File: src/rtl/traffic_phase_controller_pkg.sv
// Shared encodings for the intersection phase controller:
// light codes, road indices and phase states.
package traffic_phase_controller_pkg;

    typedef enum logic [1:0] {
        L_RED    = 2'd0,
        L_YELLOW = 2'd1,
        L_GREEN  = 2'd2
    } light_t;

    typedef enum logic [1:0] {
        NORTH = 2'd0,
        EAST  = 2'd1,
        SOUTH = 2'd2,
        WEST  = 2'd3
    } road_t;

    typedef enum logic [1:0] {
        S_ALL_RED = 2'd0,
        S_GREEN   = 2'd1,
        S_YELLOW  = 2'd2
    } state_t;

endpackage

File: src/rtl/traffic_phase_controller_next_road_select.sv
// Skip-aware round-robin picker: first qualifying road after cur_road,
// falling back to cur_road itself, else plain cur_road+1.
module next_road_select
    import traffic_phase_controller_pkg::*;
(
    input  logic [1:0] cur_road,
    input  logic [7:0] avg_n,
    input  logic [7:0] avg_e,
    input  logic [7:0] avg_s,
    input  logic [7:0] avg_w,
    input  logic [7:0] thresh,
    output logic [1:0] next_road
);

    logic [3:0] qual;
    logic [1:0] cand;

    assign qual[NORTH] = (avg_n >= thresh);
    assign qual[EAST]  = (avg_e >= thresh);
    assign qual[SOUTH] = (avg_s >= thresh);
    assign qual[WEST]  = (avg_w >= thresh);

    // Walk from farthest to nearest so the nearest qualifying road wins;
    // k = 4 wraps to cur_road and is only kept if nothing else qualifies.
    always_comb begin
        next_road = cur_road + 2'd1;
        cand      = cur_road;
        for (int k = 4; k >= 1; k--) begin
            cand = cur_road + 2'(k);
            if (qual[cand]) next_road = cand;
        end
    end

endmodule

File: src/rtl/traffic_phase_controller.sv
// Intersection sequencer: GREEN -> YELLOW -> ALL_RED per road, with the
// green length scaled from the sensor average latched at the decision edge.
module traffic_phase_controller
    import traffic_phase_controller_pkg::*;
#(
    parameter int GREEN_MULT  = 2,
    parameter int MIN_GREEN   = 8,
    parameter int MAX_GREEN   = 200,
    parameter int YELLOW_CYC  = 4,
    parameter int ALL_RED_CYC = 2,
    parameter int SKIP_THRESH = 1,
    parameter int TW          = 16
) (
    input  logic          clk,
    input  logic          reset_n,
    input  logic [7:0]    avg_n,
    input  logic [7:0]    avg_e,
    input  logic [7:0]    avg_s,
    input  logic [7:0]    avg_w,
    output logic [1:0]    next_road,
    output logic [1:0]    green_road,
    output logic [1:0]    light_n,
    output logic [1:0]    light_e,
    output logic [1:0]    light_s,
    output logic [1:0]    light_w,
    output logic [TW-1:0] phase_timer
);

    state_t        state;
    state_t        state_nxt;
    logic [TW-1:0] timer_nxt;
    logic [TW-1:0] prod;
    logic [TW-1:0] green_len;
    logic [7:0]    avg_sel;
    logic [1:0]    succ;
    logic          enter_green;
    light_t        active;

    // next_road is the road about to turn green, so the successor
    // is searched relative to it.
    next_road_select u_sel (
        .cur_road  (next_road),
        .avg_n     (avg_n),
        .avg_e     (avg_e),
        .avg_s     (avg_s),
        .avg_w     (avg_w),
        .thresh    (8'(SKIP_THRESH)),
        .next_road (succ)
    );

    always_comb begin
        unique case (road_t'(next_road))
            NORTH:   avg_sel = avg_n;
            EAST:    avg_sel = avg_e;
            SOUTH:   avg_sel = avg_s;
            default: avg_sel = avg_w;
        endcase
    end

    always_comb begin
        prod = TW'(avg_sel) * TW'(GREEN_MULT);
        if (prod < TW'(MIN_GREEN))
            green_len = TW'(MIN_GREEN);
        else if (prod > TW'(MAX_GREEN))
            green_len = TW'(MAX_GREEN);
        else
            green_len = prod;
    end

    always_ff @(posedge clk or negedge reset_n) begin
        if (!reset_n) begin
            state       <= S_ALL_RED;
            phase_timer <= TW'(ALL_RED_CYC);
            green_road  <= WEST;
            next_road   <= NORTH;
        end else begin
            state       <= state_nxt;
            phase_timer <= timer_nxt;
            if (enter_green) begin
                green_road <= next_road;
                next_road  <= succ;
            end
        end
    end

    always_comb begin
        state_nxt   = state;
        timer_nxt   = phase_timer - TW'(1);
        enter_green = 1'b0;
        if (phase_timer == TW'(1)) begin
            unique case (state)
                S_ALL_RED: begin
                    state_nxt   = S_GREEN;
                    timer_nxt   = green_len;
                    enter_green = 1'b1;
                end
                S_GREEN: begin
                    state_nxt = S_YELLOW;
                    timer_nxt = TW'(YELLOW_CYC);
                end
                default: begin
                    state_nxt = S_ALL_RED;
                    timer_nxt = TW'(ALL_RED_CYC);
                end
            endcase
        end
    end

    always_comb begin
        active  = L_RED;
        if (state == S_GREEN)
            active = L_GREEN;
        else if (state == S_YELLOW)
            active = L_YELLOW;
        light_n = (green_road == NORTH) ? active : L_RED;
        light_e = (green_road == EAST)  ? active : L_RED;
        light_s = (green_road == SOUTH) ? active : L_RED;
        light_w = (green_road == WEST)  ? active : L_RED;
    end

endmodule

File: config.mk
export PLATFORM = sky130hd
export DESIGN_NAME = traffic_phase_controller
export DESIGN_NICKNAME = d
export VERILOG_FILES = /design/src/rtl/traffic_phase_controller_pkg.sv /design/src/rtl/traffic_phase_controller_next_road_select.sv /design/src/rtl/traffic_phase_controller.sv
export SDC_FILE = /design/constraint.sdc
export NUM_CORES = 1
export LEC_CHECK = 0
export ABC_AREA = 1
export BUFFER_PORTS_ARGS = -buffer_cell sky130_fd_sc_hd__clkbuf_2
export CORE_AREA = 10 10 76 78
export CTS_CLUSTER_DIAMETER = 100
export DETAILED_ROUTE_END_ITERATION = 10
export DIE_AREA = 0 0 86 88
export PLACE_DENSITY_LB_ADDON = 0.15
export SYNTH_ARGS = -nofsm -noshare
export SYNTH_HDL_FRONTEND = slang
export SYNTH_SLANG_ARGS = --single-unit
export TNS_END_PERCENT = 100
File: constraint.sdc
create_clock -name clk -period 2.7 [get_ports clk]
set_clock_uncertainty 0.2 [all_clocks]
set_input_delay 0.81 -clock clk [delete_from_list [all_inputs] [get_ports clk]]
set_output_delay 0.81 -clock clk [all_outputs]
set_load 0.01 [all_outputs]
==> flow_metrics.tcl <==
set metrics [dict create \
    outcome "completed" \
    drive_above_1_share_pct 21.4 \
    seq_area_frac_synth_pct 29.3 \
    yosys.area_share.adder_pct 3.97 \
    max_slew.worst_pin.slew_ns 0.550 \
    htree_levels 1 \
    setup_viol 0 \
    fmax_mhz 413 \
    reg2reg_to "phase_timer[1]$_DFF_PN1_" \
    critical_path_required_ns 2.70 \
    yosys-top-cells-area "dfrtp_1 (25%), nand2_1 (22%), nor2_1 (11%), inv_1 (6.2%), dfstp_2 (4.2%)" \
    synth_top_area_share_pct 25.1 \
    worstSetupEndpointType "register" \
    vias_per_cell 4.89 \
    synth_cell_types 30 \
    yosysMostFrequentCell "nand2_1" \
    crit_chain "ha_1 > inv_1 > nand2_1 > o22ai_1 > nand3_1 > nor2_1 > nor2_4 > nand3b_1 > nand2_1" \
    vias 2079 \
    synth.avg_cell_area_um2 6.06 \
    cts_buffers 3 \
    drt_first_pass_iters 4 \
    post-place-ws_ns 0.289 \
    ctsHoldBuffers 0 \
    post-dp-hpwl_um 4460 \
    synthXorXnorAreaFrac_pct 1.85 \
    io_buffers 61 \
    die_h_um 88 \
    hold_viol 0 \
    grt_pass1_wl_um 9070 \
    stdcell_count 425 \
    cp_common_cell "nand2_1" \
    synthTopCellsByCount "nand2_1 (111), nor2_1 (53), inv_1 (31), dfrtp_1 (19)" \
    drc 0 \
    relSlewSlack_pct 63.4 \
    die-area_um2 7570 \
    critPathKind "register to register" \
    diodes 0 \
    grt_pass1_vias 2069 \
    synth_mux_area_share_pct 0 \
    nNetsFinal 414 \
    cts_resized 0 \
    cts_tree "yes" \
    clk_latency_ns 0.26 \
    cp_data_arrival_time_ns 2.42 \
    p_per_area_nw_per_um2 305 \
    synth_compound_area_share_pct 8.14 \
    cts_setup_buffers 0 \
    finalCritPeriodShare_pct 89.6 \
    cap_violations 0 \
    fp.dieW_um 86 \
    cts_buffer_depth 2 \
    drtIter0Drc 136 \
    min_period_ns 2.42 \
    cpMaxStageDelayCell "dfrtp_1" \
    dp_cells 421 \
    grt_max_degree 23 \
    critPathLaunchType "register" \
    rsz0062_at_grt "false" \
    synth_top_family_by_area "simple AND/OR/NAND/NOR gates" \
    post_synth_inst_count 312 \
    ff2ff_path_depth 9 \
    ys_warn_count 0 \
    layout_setup_ws_ns 0.280 \
    cts_sinks 22 \
    final_max_slew_viol_count 0 \
    tns_ns 0 \
    synthSimpleGateAreaFrac_pct 48.7 \
    wl_um 5330 \
    start_util_pct 44.0 \
    path_max_fanout 15 \
    grt_overflow 0 \
    clockRootBuffer "clkbuf_8" \
    grtUsageTotal_pct 14.1 \
    synth_top_flop_cell "dfrtp_1" \
    fin_util_pct 53.8 \
    synth-edff-count 0 \
    area_growth_pct 22.1 \
    ys_ff_latch 22 \
    place_congestion 0.812 \
    synth_fp_nets 352 \
    critPathMaxStageDelay_ns 0.49 \
    postRouteAntennaNets 0 \
    max-vdd-ir-drop_uv 181 \
    leakagePower_nw 1.26 \
    crit_end "phase_timer[1]$_DFF_PN1_" \
    holdPathStages 1 \
    wl_per_cell_um 12.5 \
    coreArea_um2 4290 \
    r2r_start "next_road[0]$_DFFE_PN0P_" \
    syn_area_um2 1890 \
    async_reset_ff_share_pct 100 \
    startpoint "next_road[0]$_DFFE_PN0P_" \
    r2r_slack_ns 0.28 \
    io_pins 62 \
    yosysTopAreaCell "dfrtp_1" \
    antenna_found_initial 0 \
    min_path_type "register to register" \
    fp-row-count 24 \
    clk_pin_slew_ns 0.08 \
]
[metal layers]
layer / vias up / routed length, µm / track usage, % / part of all wire [%]
met2: 34 / 2430 / 24.1 / 46
met4: 0 / 17 / 1.35 / 0.32
met1: 926 / 2580 / 17.8 / 48
li1: 1117 / - / - / -
met5: - / 0 / 0 / 0
met3: 2 / 302 / 3.71 / 5.7
[worst min-delay path by stage]
stage,from,to,slack [ns]
after CTS,phase_timer[0]$_DFF_PN0_,phase_timer[0]$_DFF_PN0_,0.31
after detailed placement,state[1]$_DFFE_PN0P_,state[1]$_DFFE_PN0P_,0.30
after floorplan,state[1]$_DFFE_PN0P_,state[1]$_DFFE_PN0P_,0.27
final,phase_timer[0]$_DFF_PN0_,phase_timer[0]$_DFF_PN0_,0.31
after global routing,phase_timer[0]$_DFF_PN0_,phase_timer[0]$_DFF_PN0_,0.35
after global placement,state[1]$_DFFE_PN0P_,state[1]$_DFFE_PN0P_,0.29
[metrics by stage]
| stage | hold WS [ns] | total power, mW | instance area, µm² |
|---|---|---|---|
| 3_3_place_gp | 0.293 | 0.404 | 2240 |
| 4_1_cts | 0.314 | 0.714 | 2310 |
| 2_1_floorplan | 0.275 | 0.363 | 1890 |
| 3_5_place_dp | 0.301 | 0.404 | 2240 |
| 5_1_grt | 0.347 | 0.734 | 2310 |
| 6_report | 0.309 | 0.703 | 2310 |
[power by group]
group	switching, mW	internal, mW	total, mW	leakage (nW)
registers	0	0.329	0.329	0.271
clock network	0.108	0.198	0.306	0.0357
logic	0.0393	0.0286	0.0679	0.953
[logic make-up after synthesis]
group / count (synthesis)
AOI/OAI and AO/OA: 29
xor gates and xnor gates: 4
adders and majority gates: 6
buffers and inverters: 38
DFF: 22
and+or+nand+nor: 213
[critical path: cells and delay by family, from the launching register on]
| kind | cells | cell delay, ns |
|---|---|---|
| buffers and inverters | 1 | 0.29 |
| and+or+nand+nor | 6 | 0.76 |
| AOI/OAI and AO/OA | 1 | 0.34 |
| adders and majority gates | 1 | 0.27 |
| DFF | 1 | 0.49 |
[cells in the final DEF (no fill, tap or decap)]
| cell | instances |
|---|---|
| clkbuf_8 | 3 |
| a21boi_0 | 1 |
| o21ai_0 | 15 |
| nor3b_1 | 2 |
| o22ai_1 | 4 |
| nor2_1 | 53 |
| o21ai_1 | 1 |
| nand2_1 | 111 |
| nor3_1 | 14 |
| nand3b_1 | 1 |
| ha_1 | 6 |
| nor3_4 | 1 |
| bufinv_16 | 1 |
| nand3_1 | 15 |
| or2_2 | 2 |
| nand4_1 | 5 |
| inv_1 | 31 |
| dfstp_2 | 3 |
| nand3_4 | 1 |
| a31oi_1 | 1 |
| clkbuf_2 | 61 |
| dfrtp_1 | 19 |
| inv_2 | 3 |
| xnor2_1 | 1 |
| a21oi_1 | 7 |
| nor2_2 | 1 |
| nor2_4 | 2 |
| nand2_2 | 2 |
| nor4_1 | 3 |
| xor2_1 | 3 |
[cell type report]
| class | instances | area, µm² |
|---|---|---|
| Clock buffer | 3 | 41.3 |
| Clock inverter | 1 | 30.0 |
| Fill cell | 448 | 1990 |
| Inverter | 34 | 128 |
| Multi-Input combinational cell | 252 | 1180 |
| Sequential cell | 22 | 554 |
| Tap cell | 52 | 65.1 |
| Timing Repair Buffer | 61 | 305 |
[flip-flops by register name (all words and copies together), names as in the netlist]
name / flops
next_road: 2
phase_timer: 16
state: 2
green_road: 2
(Power assumes the default switching activity.)
